File: config.mk
export PLATFORM = sky130hd
export DESIGN_NAME = wshb_frame_reader
export DESIGN_NICKNAME = d
export VERILOG_FILES = /design/src/rtl/wshb_frame_reader.sv
export SDC_FILE = /design/constraint.sdc
export NUM_CORES = 1
export LEC_CHECK = 0
export ABC_AREA = 1
export BUFFER_PORTS_ARGS = -buffer_cell sky130_fd_sc_hd__buf_2
export CORE_ASPECT_RATIO = 2
export CORE_MARGIN = 2
export CORE_UTILIZATION = 50
export CTS_CLUSTER_SIZE = 28
export DETAILED_ROUTE_END_ITERATION = 7
export PLACE_DENSITY = 0.79
export SYNTH_ARGS = -nofsm -noshare
export SYNTH_HDL_FRONTEND = slang
export SYNTH_SLANG_ARGS = --single-unit
File: constraint.sdc
create_clock -name clk -period 4.82 [get_ports clk]
set_input_delay 0.482 -clock clk [delete_from_list [all_inputs] [get_ports clk]]
set_output_delay 0.482 -clock clk [all_outputs]
set_load 0.1 [all_outputs]
File: src/rtl/wshb_frame_reader.sv
// Wishbone classic read master that walks a frame buffer in raster order.
// It delivers every pixel word, tagged with a start-of-frame flag, through a
// first-word-fall-through FIFO to a valid/ready consumer.
module wshb_frame_reader #(
    parameter int          HDISP      = 800,
    parameter int          VDISP      = 480,
    parameter logic [31:0] BASE_ADDR  = 32'h0,
    parameter int          FIFO_DEPTH = 16
) (
    input  logic        clk,
    input  logic        rst,
    input  logic        enable,
    // Wishbone master
    output logic [31:0] adr,
    input  logic [31:0] dat_sm,
    output logic [31:0] dat_ms,
    output logic        cyc,
    output logic        stb,
    output logic        we,
    output logic [3:0]  sel,
    output logic [2:0]  cti,
    output logic [1:0]  bte,
    input  logic        ack,
    input  logic        err,
    input  logic        rty,
    // pixel stream
    output logic [31:0] pix_data,
    output logic        pix_sof,
    output logic        pix_valid,
    input  logic        pix_ready,
    output logic        frame_done
);

    // state | meaning
    // IDLE  | enable low or not yet started, no bus activity
    // REQ   | Wishbone read outstanding, stb high, adr stable
    // HOLD  | one-cycle bus gap after a termination, or waiting for FIFO room
    typedef enum logic [1:0] {IDLE, REQ, HOLD} state_t;

    localparam int NPIX  = HDISP * VDISP;
    localparam int IDX_W = (NPIX > 1) ? $clog2(NPIX) : 1;
    localparam int PTR_W = $clog2(FIFO_DEPTH);
    localparam int CNT_W = PTR_W + 1;
    localparam logic [IDX_W-1:0] LAST_IDX = IDX_W'(NPIX - 1);
    localparam logic [CNT_W-1:0] DEPTH_C  = CNT_W'(FIFO_DEPTH);

    state_t             state;
    logic [IDX_W-1:0]   idx;
    logic [IDX_W-1:0]   idx_next;
    logic [31:0]        adr_next;

    logic [31:0]        mem_data [FIFO_DEPTH];
    logic               mem_sof  [FIFO_DEPTH];
    logic [PTR_W-1:0]   wr_ptr;
    logic [PTR_W-1:0]   rd_ptr;
    logic [CNT_W-1:0]   count;

    logic               term_ok;
    logic               term_bad;
    logic               push;
    logic               pop;
    logic               room;

    assign dat_ms = 32'h0;
    assign we     = 1'b0;
    assign sel    = 4'hF;
    assign cti    = 3'b000;
    assign bte    = 2'b00;
    assign cyc    = stb;

    // err/rty take priority over ack; both only count while a cycle is open
    assign term_bad = stb & (err | rty);
    assign term_ok  = stb & ack & ~err & ~rty;
    assign push     = term_ok;
    assign pop      = pix_valid & pix_ready;
    assign room     = (count < DEPTH_C);

    assign idx_next = (idx == LAST_IDX) ? '0 : idx + 1'b1;
    assign adr_next = BASE_ADDR + {32'(idx_next) << 2};

    assign frame_done = term_ok & (idx == LAST_IDX);

    assign pix_valid = (count != '0);
    assign pix_data  = mem_data[rd_ptr];
    assign pix_sof   = pix_valid & mem_sof[rd_ptr];

    // Request sequencer: every termination passes through HOLD, which
    // guarantees stb drops for at least one cycle between accesses.
    always_ff @(posedge clk or posedge rst) begin
        if (rst) begin
            state <= IDLE;
            stb   <= 1'b0;
            idx   <= '0;
            adr   <= BASE_ADDR;
        end else begin
            case (state)
                IDLE: begin
                    if (enable && room) begin
                        state <= REQ;
                        stb   <= 1'b1;
                    end
                end
                REQ: begin
                    if (term_ok || term_bad) begin
                        stb   <= 1'b0;
                        state <= enable ? HOLD : IDLE;
                        if (term_ok) begin
                            idx <= idx_next;
                            adr <= adr_next;
                        end
                    end
                end
                HOLD: begin
                    if (!enable) begin
                        state <= IDLE;
                    end else if (room) begin
                        state <= REQ;
                        stb   <= 1'b1;
                    end
                end
                default: begin
                    state <= IDLE;
                    stb   <= 1'b0;
                end
            endcase
        end
    end

    // FIFO pointers and occupancy; push into a full FIFO cannot happen
    // because a request is only issued with room available.
    always_ff @(posedge clk or posedge rst) begin
        if (rst) begin
            wr_ptr <= '0;
            rd_ptr <= '0;
            count  <= '0;
        end else begin
            if (push) wr_ptr <= wr_ptr + 1'b1;
            if (pop)  rd_ptr <= rd_ptr + 1'b1;
            count <= count + CNT_W'(push) - CNT_W'(pop);
        end
    end

    // FIFO storage; contents are qualified by count so need no reset
    always_ff @(posedge clk) begin
        if (push) begin
            mem_data[wr_ptr] <= dat_sm;
            mem_sof[wr_ptr]  <= (idx == '0);
        end
    end

endmodule

==> results of run 1 <==
through the flow:
| step | util | power (mW) | cell area, um^2 | std cells | hold slack (ns) |
|---|---|---|---|---|---|
| CTS | 0.5582 | 16.47 | 25890 | 2624 | 0.01024 |
| finish | 0.5582 | 16.43 | 25890 | 2625 | 0.01018 |
| detailed placement | 0.5236 | 12.53 | 24290 | 2536 | 0.4934 |
| floorplan | - | 11.25 | 23570 | 1948 | 0.4718 |
| global placement | 0.5236 | 12.43 | 24290 | 2536 | 0.4946 |
| global route | 0.5582 | 17.13 | 25890 | 2624 | 0.07210 |
logic make-up (layout without fill, tap and decap cells):
logic type	Yosys count	in the layout
flip-flops	563	563
buffers and inverters	287	336
other	2	56
AND/OR/NAND/NOR	553	553
adder cells (fa/ha/maj)	14	14
AO/OA/AOI/OAI	461	461
XOR/XNOR	15	15
cell type report:
type | count | area, um^2
inverters | 122 | 462.9
diodes | 1 | 2.502
flip-flops and latches | 563 | 16740
repair buffers | 126 | 748.2
fillers | 3586 | 20490
clock inverters | 30 | 366.6
multi-input cells | 1098 | 5550
well taps | 627 | 784.5
clock buffers | 58 | 1237
per-layer routing:
layer,global-route usage,routed length (um)
met1,0.2753,19820
met2,0.3514,25100
met3,0.03199,4253
met4,0.09046,2015
met5,0,12
registers in the layout (all words and copies together), names as in the netlist:
signal and count:
wr_ptr 4, mem_data 512, count 5, mem_sof 16, state 2, cyc 1
rd_ptr 4, idx 19
report_power, final:
part | internal (mW) | switching [mW]
Clock | 2.23 | 1.73
Sequential | 5.48 | 0.177
Combinational | 1.38 | 5.43
Total | 9.09 | 7.33
worst max path at each step:
stage | to | cells past startpoint | from
after floorplan | mem_data[15][0] | 6 | cyc
after global placement | pix_data[13] | 9 | rd_ptr[0]
after detailed placement | pix_data[3] | 9 | rd_ptr[0]
after CTS | pix_data[31] | 9 | rd_ptr[0]
after global routing | pix_data[19] | 9 | rd_ptr[0]
final | pix_data[31] | 9 | rd_ptr[0]
worst min-delay path: stages:
cell	delay (ns)
buf_2	0.09
inv_1	0.04
buf_4	0.41
cells in the mapped netlist (all sizes together), types with 2 or more instances:
cell	n	area, um^2
nand4	17	112.6
o211ai	129	968.4
ha	13	162.7
nor3	3	15.01
xnor2	2	17.52
edfxtp	528	15860
clkbuf	62	241.5
o21ai	262	1311
inv	121	454.2
xor2	13	113.9
conb	2	7.510
nand3	90	455.4
nor2	318	1219
nand2	124	465.5
dfrtp	35	875.8
a21oi	69	345.3
buf	103	715.7
==> impl_metrics.csv, run 1 <==
group,metric,value,unit
run_status,status,"completed",
logic_synthesis,synth_mux_area_frac,0,
logic_synthesis,synth_compound_area_frac,0.1126,
clock_tree,worstSkewPairLatency,0.60,ns
timing,rsz0062_at_grt,"no",
placement,routabilityCongestion,0.8616,
routing,drc,0,
timing,fin_crit,3.924,ns
critical_path,slowest_delay,0.75,ns
critical_path,worstSetupPathType,"reg -> out",
cells_and_area,syn_to_final_growth,10.78,%
logic_synthesis,yosysWarnings,0,
routing,drtPass1Iterations,6,
critical_path,rr_endpoint,"mem_data[13][26]",
floorplan,die_area,0.04860,mm^2
global_routing,grt_max_degree,199,
routing,vias_per_cell,5.624,
clock_tree,cts_root_buf,"clkbuf_16",
routing,routed_wirelength,51.20,mm
routing,drtIter0Drc,1676,
floorplan,die_width,156.9,um
critical_path,crit_family,"buffers and inverters",
min_path,holdCritPathClass,"in -> async",
logic_synthesis,synth.distinct_cells,31,
placement,dp_hpwl,27.76,mm
logic_synthesis,async_reset_ff_frac,0.06217,
power_and_ir_drop,p_leak,9.093,nW
critical_path,critPathBufInv,3,
flow_run,maxCapViolations,0,
power_and_ir_drop,ir_drop,750.6,uV
timing,worst_pin_slew,1.001,ns
critical_path,reg2reg_from,"cyc",
logic_synthesis,synth_top_family_by_area,"compound AO/OA/AOI/OAI gates",
power_and_ir_drop,powerDensity,634.4,mW/mm^2
clock_tree,cts_setup_buffers,0,
global_routing,grt_overflow_total,0,
timing,finalSetupViolCount,0,
logic_synthesis,synth-edff-count,528,
critical_path,r2r_slack,2.00,ns
timing,max_freq,0.2548,GHz
clock_tree,cts_tree,"built",
logic_synthesis,synth-xor-area-share,0.005621,
timing,finalClockSkew,0.03363,ns
critical_path,crit_chain,"inv_6, buf_12, nor2_1, nor2_1, o21ai_0, o211ai_1, nand3_1, nand2_1, buf_2",
floorplan,start_util,0.5039,
clock_tree,cts_resized,0,
critical_path,required,4.34,ns
global_routing,grtUsageTotal,0.2108,
critical_path,cp.arrival,3.44,ns
logic_synthesis,ys_ff_latch,563,
floorplan,fp.dieH,309.8,um
critical_path,cp_slowest_cell,"dfrtp_4",
critical_path,r2r_cells,7,
routing,via_count,14760,
timing,final_max_slew_viol_count,0,
placement,io_buffers,94,
critical_path,path_common_cell,"nor2_1",
logic_synthesis,synth_seq_area_share,0.7158,
clock_tree,cts_hold_buf,0,
cells_and_area,drive_gt1_frac,0.1157,
timing,fin_ws,0.8960,ns
timing,slew_headroom,0.3311,
clock_tree,numClockSinks,563,
global_routing,grt_pass1_vias,14050,
logic_synthesis,synth_simple_gate_area_share,0.09726,
logic_synthesis,synth-adder-area-share,0.007815,
logic_synthesis,ys.flop_type,"edfxtp_1",
logic_synthesis,avgSynthCellArea,12.33,um^2
timing,finalCritPeriodShare,0.8141,
cells_and_area,layout.nets,2011,
critical_path,worstSetupEndpointType,"primary output",
floorplan,num_rows,112,
clock_tree,cts.clk_slew.worst_paths,0.07,ns
timing,setup_tns,0,ns
clock_tree,cts_max_level,2,
routing,avgRoutedWirePerCell,19.50,um
floorplan,pin_count,150,
placement,place_ws,1.549,ns
cells_and_area,layout_common_cells,"edfxtp_1 (528), nor2_1 (297), o21ai_0 (260)",
global_routing,antenna_found_initial,2,
cells_and_area,layout_commonest_cell,"edfxtp_1",
clock_tree,numCtsBuffers,47,
floorplan,core,0.04638,mm^2
critical_path,crit_path_start_kind,"flop",
routing,ant_nets,0,
clock_tree,clock_path_buffers,3,
critical_path,worstPathMaxFanout,83,
logic_synthesis,postSynthCellCount,1895,
logic_synthesis,synth_area,0.02337,mm^2
global_routing,grt_pass1_wl,78.27,mm
timing,hold_viol_final,0,
(Power assumes the default switching activity.)
==> run 2, diff against run 1 <==
- clock period: 4.82 -> 3.65 ns (I/O delays scaled with it)
==> run 2 against run 1 <==
  * Sequential power up 31%
  * Wire length up 6.3%
  * Worst hold slack worse by 0.0073 ns
  * Register-to-register slack worse by 0.90 ns
  * Global-route usage up 1.4 points
  * Via count up 2.7%
  * Sequential cell count unchanged
  * Critical path type unchanged
==> impl_metrics.csv, run 2 (synthesis results as in run 1) <==
group,metric,value,unit
cells_and_area,top_regs,"mem_data x512, idx x19, mem_sof x16",
clock_tree,cts_hold_buf,0,
cells_and_area,layout_common_cells,"edfxtp_1 (528), nor2_1 (297), o21ai_0 (260)",
global_routing,grt_max_degree,195,
timing,final_max_slew_viol_count,0,
floorplan,die_area,0.04860,mm^2
timing,finalSetupViolCount,0,
floorplan,pin_count,150,
clock_tree,worstSkewPairLatency,0.60,ns
placement,dp_cells,2542,
clock_tree,numCtsBuffers,48,
critical_path,crit_path_start_kind,"flop",
cells_and_area,fillers,3450,
global_routing,gr-usage-met2,0.3895,
timing,finalClockSkew,0.03082,ns
floorplan,start_util,0.5039,
timing,rsz0062_at_grt,"no",
routing,routed_wirelength,54.44,mm
clock_tree,clock_path_buffers,3,
critical_path,cp.arrival,2.85,ns
cells_and_area,regMostFlops,"mem_data",
cells_and_area,syn_to_final_growth,14.68,%
cells_and_area,largest_reg_flops,512,
timing,fin_ws,0.4338,ns
floorplan,core,0.04638,mm^2
power_and_ir_drop,powerDensity,892.4,mW/mm^2
global_routing,use_met3,0.03087,
routing,via_count,15160,
cells_and_area,drive_gt1_frac,0.1222,
global_routing,grt.busiest_layer,"met2",
cells_and_area,finalNonFillerCells,2632,
routing,vias_per_cell,5.759,
timing,fin_crit,3.216,ns
global_routing,antenna_found_initial,1,
routing,ant_nets,0,
placement,io_buffers,94,
timing,worst_pin_slew,0.9810,ns
timing,hold_viol_final,0,
clock_tree,cts_root_buf,"clkbuf_16",
global_routing,grt_pass1_vias,14960,
placement,routabilityCongestion,0.8465,
power_and_ir_drop,finalPower,23.92,mW
power_and_ir_drop,ir_drop,1520,uV
cells_and_area,fin_area,0.02681,mm^2
timing,hold_slack,0.002876,ns
global_routing,gr-usage-met1,0.2860,
placement,place_ws,0.9260,ns
power_and_ir_drop,p_leak,9.455,nW
placement,placed_cell_area,0.02502,mm^2
timing,slew_headroom,0.3453,
global_routing,grt_pass1_wl,83.86,mm
clock_tree,cts_max_level,2,
routing,drc,0,
timing,max_freq,0.3109,GHz
clock_tree,numClockSinks,563,
timing,finalCritPeriodShare,0.8811,
floorplan,num_rows,112,
floorplan,fp.dieH,309.8,um
run_status,status,"completed",
routing,avgRoutedWirePerCell,20.68,um
flow_run,maxCapViolations,0,
min_path,holdCritPathClass,"in -> async",
timing,setup_tns,0,ns
critical_path,worstSetupEndpointType,"primary output",
cells_and_area,post-route-util,0.5779,
cells_and_area,antennaDiodeCount,0,
clock_tree,cts_tree,"built",
routing,drtPass1Iterations,6,
critical_path,worstSetupPathType,"reg -> out",
global_routing,grt_overflow_total,0,
floorplan,die_width,156.9,um
placement,dp_hpwl,30.82,mm
routing,drtIter0Drc,1620,
cells_and_area,layout_commonest_cell,"edfxtp_1",
critical_path,required,3.28,ns
global_routing,grtUsageTotal,0.2249,
clock_tree,cts_setup_buffers,0,
cells_and_area,layout.nets,2018,
critical_path,worstPathMaxFanout,51,
clock_tree,cts_resized,0,
clock_tree,cts.clk_slew.worst_paths,0.07,ns
## run 2: report_power, final
| group | total [mW] | internal, mW | switching [mW] |
|---|---|---|---|
| clock network | 5.68 | 3.32 | 2.36 |
| registers | 7.39 | 7.24 | 0.143 |
| logic | 10.9 | 3.12 | 7.73 |
## run 2: critical path, stage by stage (launching register included)
cell      delay (ns)
dfrtp_4         0.53
inv_6           0.35
buf_12          0.29
buf_4           0.27
nor2_1          0.06
nor2_1          0.08
o21ai_0         0.10
o211ai_1        0.13
nand3_1         0.10
nand2_1         0.15
buf_12          0.19
## run 2: layout make-up
| class | count | area [um^2] | area share |
|---|---|---|---|
| clock inverters | 37 | 558.0 | 0.02082 |
| inverters | 122 | 462.9 | 0.01727 |
| repair buffers | 132 | 1464 | 0.05461 |
| well taps | 627 | 784.5 | 0.02927 |
| multi-input cells | 1098 | 5565 | 0.2076 |
| clock buffers | 53 | 1230 | 0.04588 |
| flip-flops and latches | 563 | 16740 | 0.6245 |
## run 2: metal layers
layer | vias to the layer above | routed length (um)
met5 | - | 9
met1 | 7360 | 19740
met4 | 2 | 1833
li1 | 6816 | -
met2 | 855 | 28050
met3 | 125 | 4809
## run 2: path summary, 6_finish.rpt
| kind | from | to | slack (ns) | cells after the start |
|---|---|---|---|---|
| setup / recovery | rd_ptr[0] | pix_data[9] | 0.43 | 10 |
| hold / removal | rst | idx[5] | 0.003 | 2 |
| setup reg to reg | cyc | mem_data[11][17] | 1.10 | 8 |
| hold reg to reg | count[0] | count[0] | 0.53 | 1 |
| max in group asynchronous | rst | state[0] | 2.91 | 3 |
| min in group clk | enable | state[1] | 0.07 | 3 |
==> run 3, diff against run 2 <==
- CORE_UTILIZATION: 50 -> 45
- PLACE_DENSITY: 0.79 -> 0.73
==> run 3 against run 2 <==
  * Final cell count is 1.2% higher
  * Global-route usage is 2.0 points lower
  * Utilization is 7.2 points lower
  * First-iteration DRC count is 3.0% lower
  * Worst hold slack better by 0.053 ns
  * Sequential share of layout area is 1.8 points higher
  * Sequential power hardly changed
  * Design area is 2.8% lower
  * Clock-buffer cell count is 6 higher
  * Largest cell class unchanged
==> impl_metrics.csv, run 3 (synthesis results as in run 1) <==
group,metric,value,unit
power_and_ir_drop,combPwrFrac,0.428,
cells_and_area,top_regs,"mem_data x512, idx x19, mem_sof x16",
global_routing,grt_pass1_vias,14810,
timing,worst_pin_slew,1.093,ns
global_routing,antenna_found_initial,4,
flow_run,maxCapViolations,0,
critical_path,worstSetupPathType,"reg -> out",
timing,final_max_slew_viol_count,0,
global_routing,grt_overflow_total,0,
clock_tree,numClockSinks,563,
critical_path,crit_family,"buffers and inverters",
critical_path,required,3.28,ns
clock_tree,cts_tree,"built",
power_and_ir_drop,ir_drop,806.5,uV
timing,setup_tns,0,ns
timing,hold_slack,0.05618,ns
clock_tree,numCtsBuffers,46,
cells_and_area,finalNonFillerCells,2664,
timing,max_freq,0.2901,GHz
clock_tree,cts_max_level,2,
power_and_ir_drop,swShare,0.4499,
power_and_ir_drop,internal-power,12.00,mW
clock_tree,worstSkewPairLatency,0.58,ns
power_and_ir_drop,p_leak,9.163,nW
timing,slew_headroom,0.2707,
power_and_ir_drop,power.switching,9.813,mW
floorplan,die_width,165.2,um
timing,hold_viol_final,0,
clock_tree,clock_path_buffers,3,
power_and_ir_drop,powerDensity,836.8,mW/mm^2
timing,finalClockSkew,0.01484,ns
run_status,status,"completed",
critical_path,cp_slowest_cell,"dfrtp_4",
cells_and_area,largest_reg_flops,512,
clock_tree,cts_setup_buffers,0,
clock_tree,cts_root_buf,"clkbuf_16",
placement,dp_cells,2578,
cells_and_area,syn_to_final_growth,11.53,%
floorplan,fp.dieH,326.3,um
critical_path,r2r_slack,1.08,ns
timing,rsz0062_at_grt,"no",
floorplan,die_area,0.05389,mm^2
routing,vias_per_cell,5.608,
cells_and_area,layout_commonest_cell,"edfxtp_1",
floorplan,pin_count,150,
clock_tree,cts_resized,0,
clock_tree,cts_hold_buf,0,
timing,finalCritPeriodShare,0.9443,
critical_path,worstSetupEndpointType,"primary output",
cells_and_area,post-route-util,0.5059,
critical_path,worstPathMaxFanout,85,
routing,drc,0,
placement,io_buffers,94,
routing,via_count,14940,
placement,dp_hpwl,30.50,mm
cells_and_area,layout.nets,2019,
routing,avgRoutedWirePerCell,20.69,um
routing,drtPass1Iterations,5,
floorplan,start_util,0.4536,
critical_path,cp.arrival,3.08,ns
global_routing,grtUsageTotal,0.2048,
clock_tree,cts.clk_slew.worst_paths,0.07,ns
critical_path,crit_chain,"inv_6, buf_4, nor2_1, nor2_1, o21ai_0, o211ai_1, nand3_1, nand2_1, buf_2",
cells_and_area,drive_gt1_frac,0.1188,
timing,fin_crit,3.447,ns
routing,routed_wirelength,55.13,mm
timing,finalSetupViolCount,0,
cells_and_area,layout_common_cells,"edfxtp_1 (528), nor2_1 (297), o21ai_0 (260)",
critical_path,crit_path_start_kind,"flop",
floorplan,num_rows,118,
critical_path,slowest_delay,0.52,ns
global_routing,grt_pass1_wl,83.44,mm
routing,drtIter0Drc,1571,
placement,routabilityCongestion,0.8973,
critical_path,critPathBufInv,3,
cells_and_area,regMostFlops,"mem_data",
routing,ant_nets,0,
power_and_ir_drop,p_seq_frac,0.338,
min_path,holdCritPathClass,"in -> async",
critical_path,path_common_cell,"nor2_1",
power_and_ir_drop,clkPwrFrac,0.234,
global_routing,grt_max_degree,208,
floorplan,core,0.05153,mm^2
[run 3: cell types whose count changed in the layout (fill, tap and decap cells not counted), moves of 2 or more]
cell / previous run / this run
buf_12: 50 / 12
buf_2: 61 / 94
buf_4: 21 / 28
bufinv_16: 12 / 5
clkbuf_1: 4 / 9
inv_6: 2 / 5
clkinv_16: 2 / 0
clkinv_4: 3 / 1
clkinvlp_4: 3 / 1
[run 3: layout make-up]
type	count	area (um^2)
antenna	1	2.502
clock buffer	59	1274
clock inverter	26	272.8
fill	4201	25460
inverter	122	462.9
multi-input combinational	1098	5557
sequential	563	16740
tap	660	825.8
timing repair buffer	135	932.1
[run 3: path summary, 6_finish.rpt]
kind | cells after the start | to | from
min in group clk | 3 | state[1] | enable
max in group asynchronous | 2 | rd_ptr[0] | rst
min | 2 | idx[6] | rst
max | 9 | pix_data[22] | rd_ptr[0]
max reg2reg | 7 | mem_data[5][2] | cyc
min reg2reg | 1 | cyc | state[0]
[run 3: power by group through the flow]
| stage | clock network [mW] | logic (mW) | registers (mW) |
|---|---|---|---|
| 2_1_floorplan | 0 | 7.17 | 7.69 |
| 3_3_place_gp | 0 | 9.14 | 7.50 |
| 3_5_place_dp | 0 | 9.33 | 7.51 |
| 4_1_cts | 5.17 | 9.37 | 7.38 |
| 5_1_grt | 5.37 | 9.99 | 7.40 |
| 6_report | 5.10 | 9.34 | 7.38 |
[run 3: per-layer routing]
layer  vias up  GRT usage  part of all wire
met5         -          0           0.00047
li1       6812          -                 -
met1      7276     0.2374              0.37
met2       663     0.3630              0.52
met4         4     0.1045             0.049
met3       184    0.03098             0.066
[run 3: metrics by stage]
| stage | setup slack, ns | power (mW) | instance area (um^2) |
|---|---|---|---|
| final | 0.2031 | 21.81 | 26070 |
| after global routing | 0.07276 | 22.76 | 26070 |
| after CTS | 0.1929 | 21.92 | 26060 |
| after detailed placement | 0.8167 | 16.84 | 24510 |
| after global placement | 0.7962 | 16.64 | 24510 |
| after floorplan | 0.1501 | 14.86 | 23580 |
[run 3: worst reg2reg max path, stage by stage, from the launching register on]
cell     delay, ns
dfrtp_1       0.37
nand2_1       0.06
inv_1         0.07
nand2_1       0.20
inv_1         0.24
nand2_1       0.29
nor2_4        0.63
buf_4         0.38
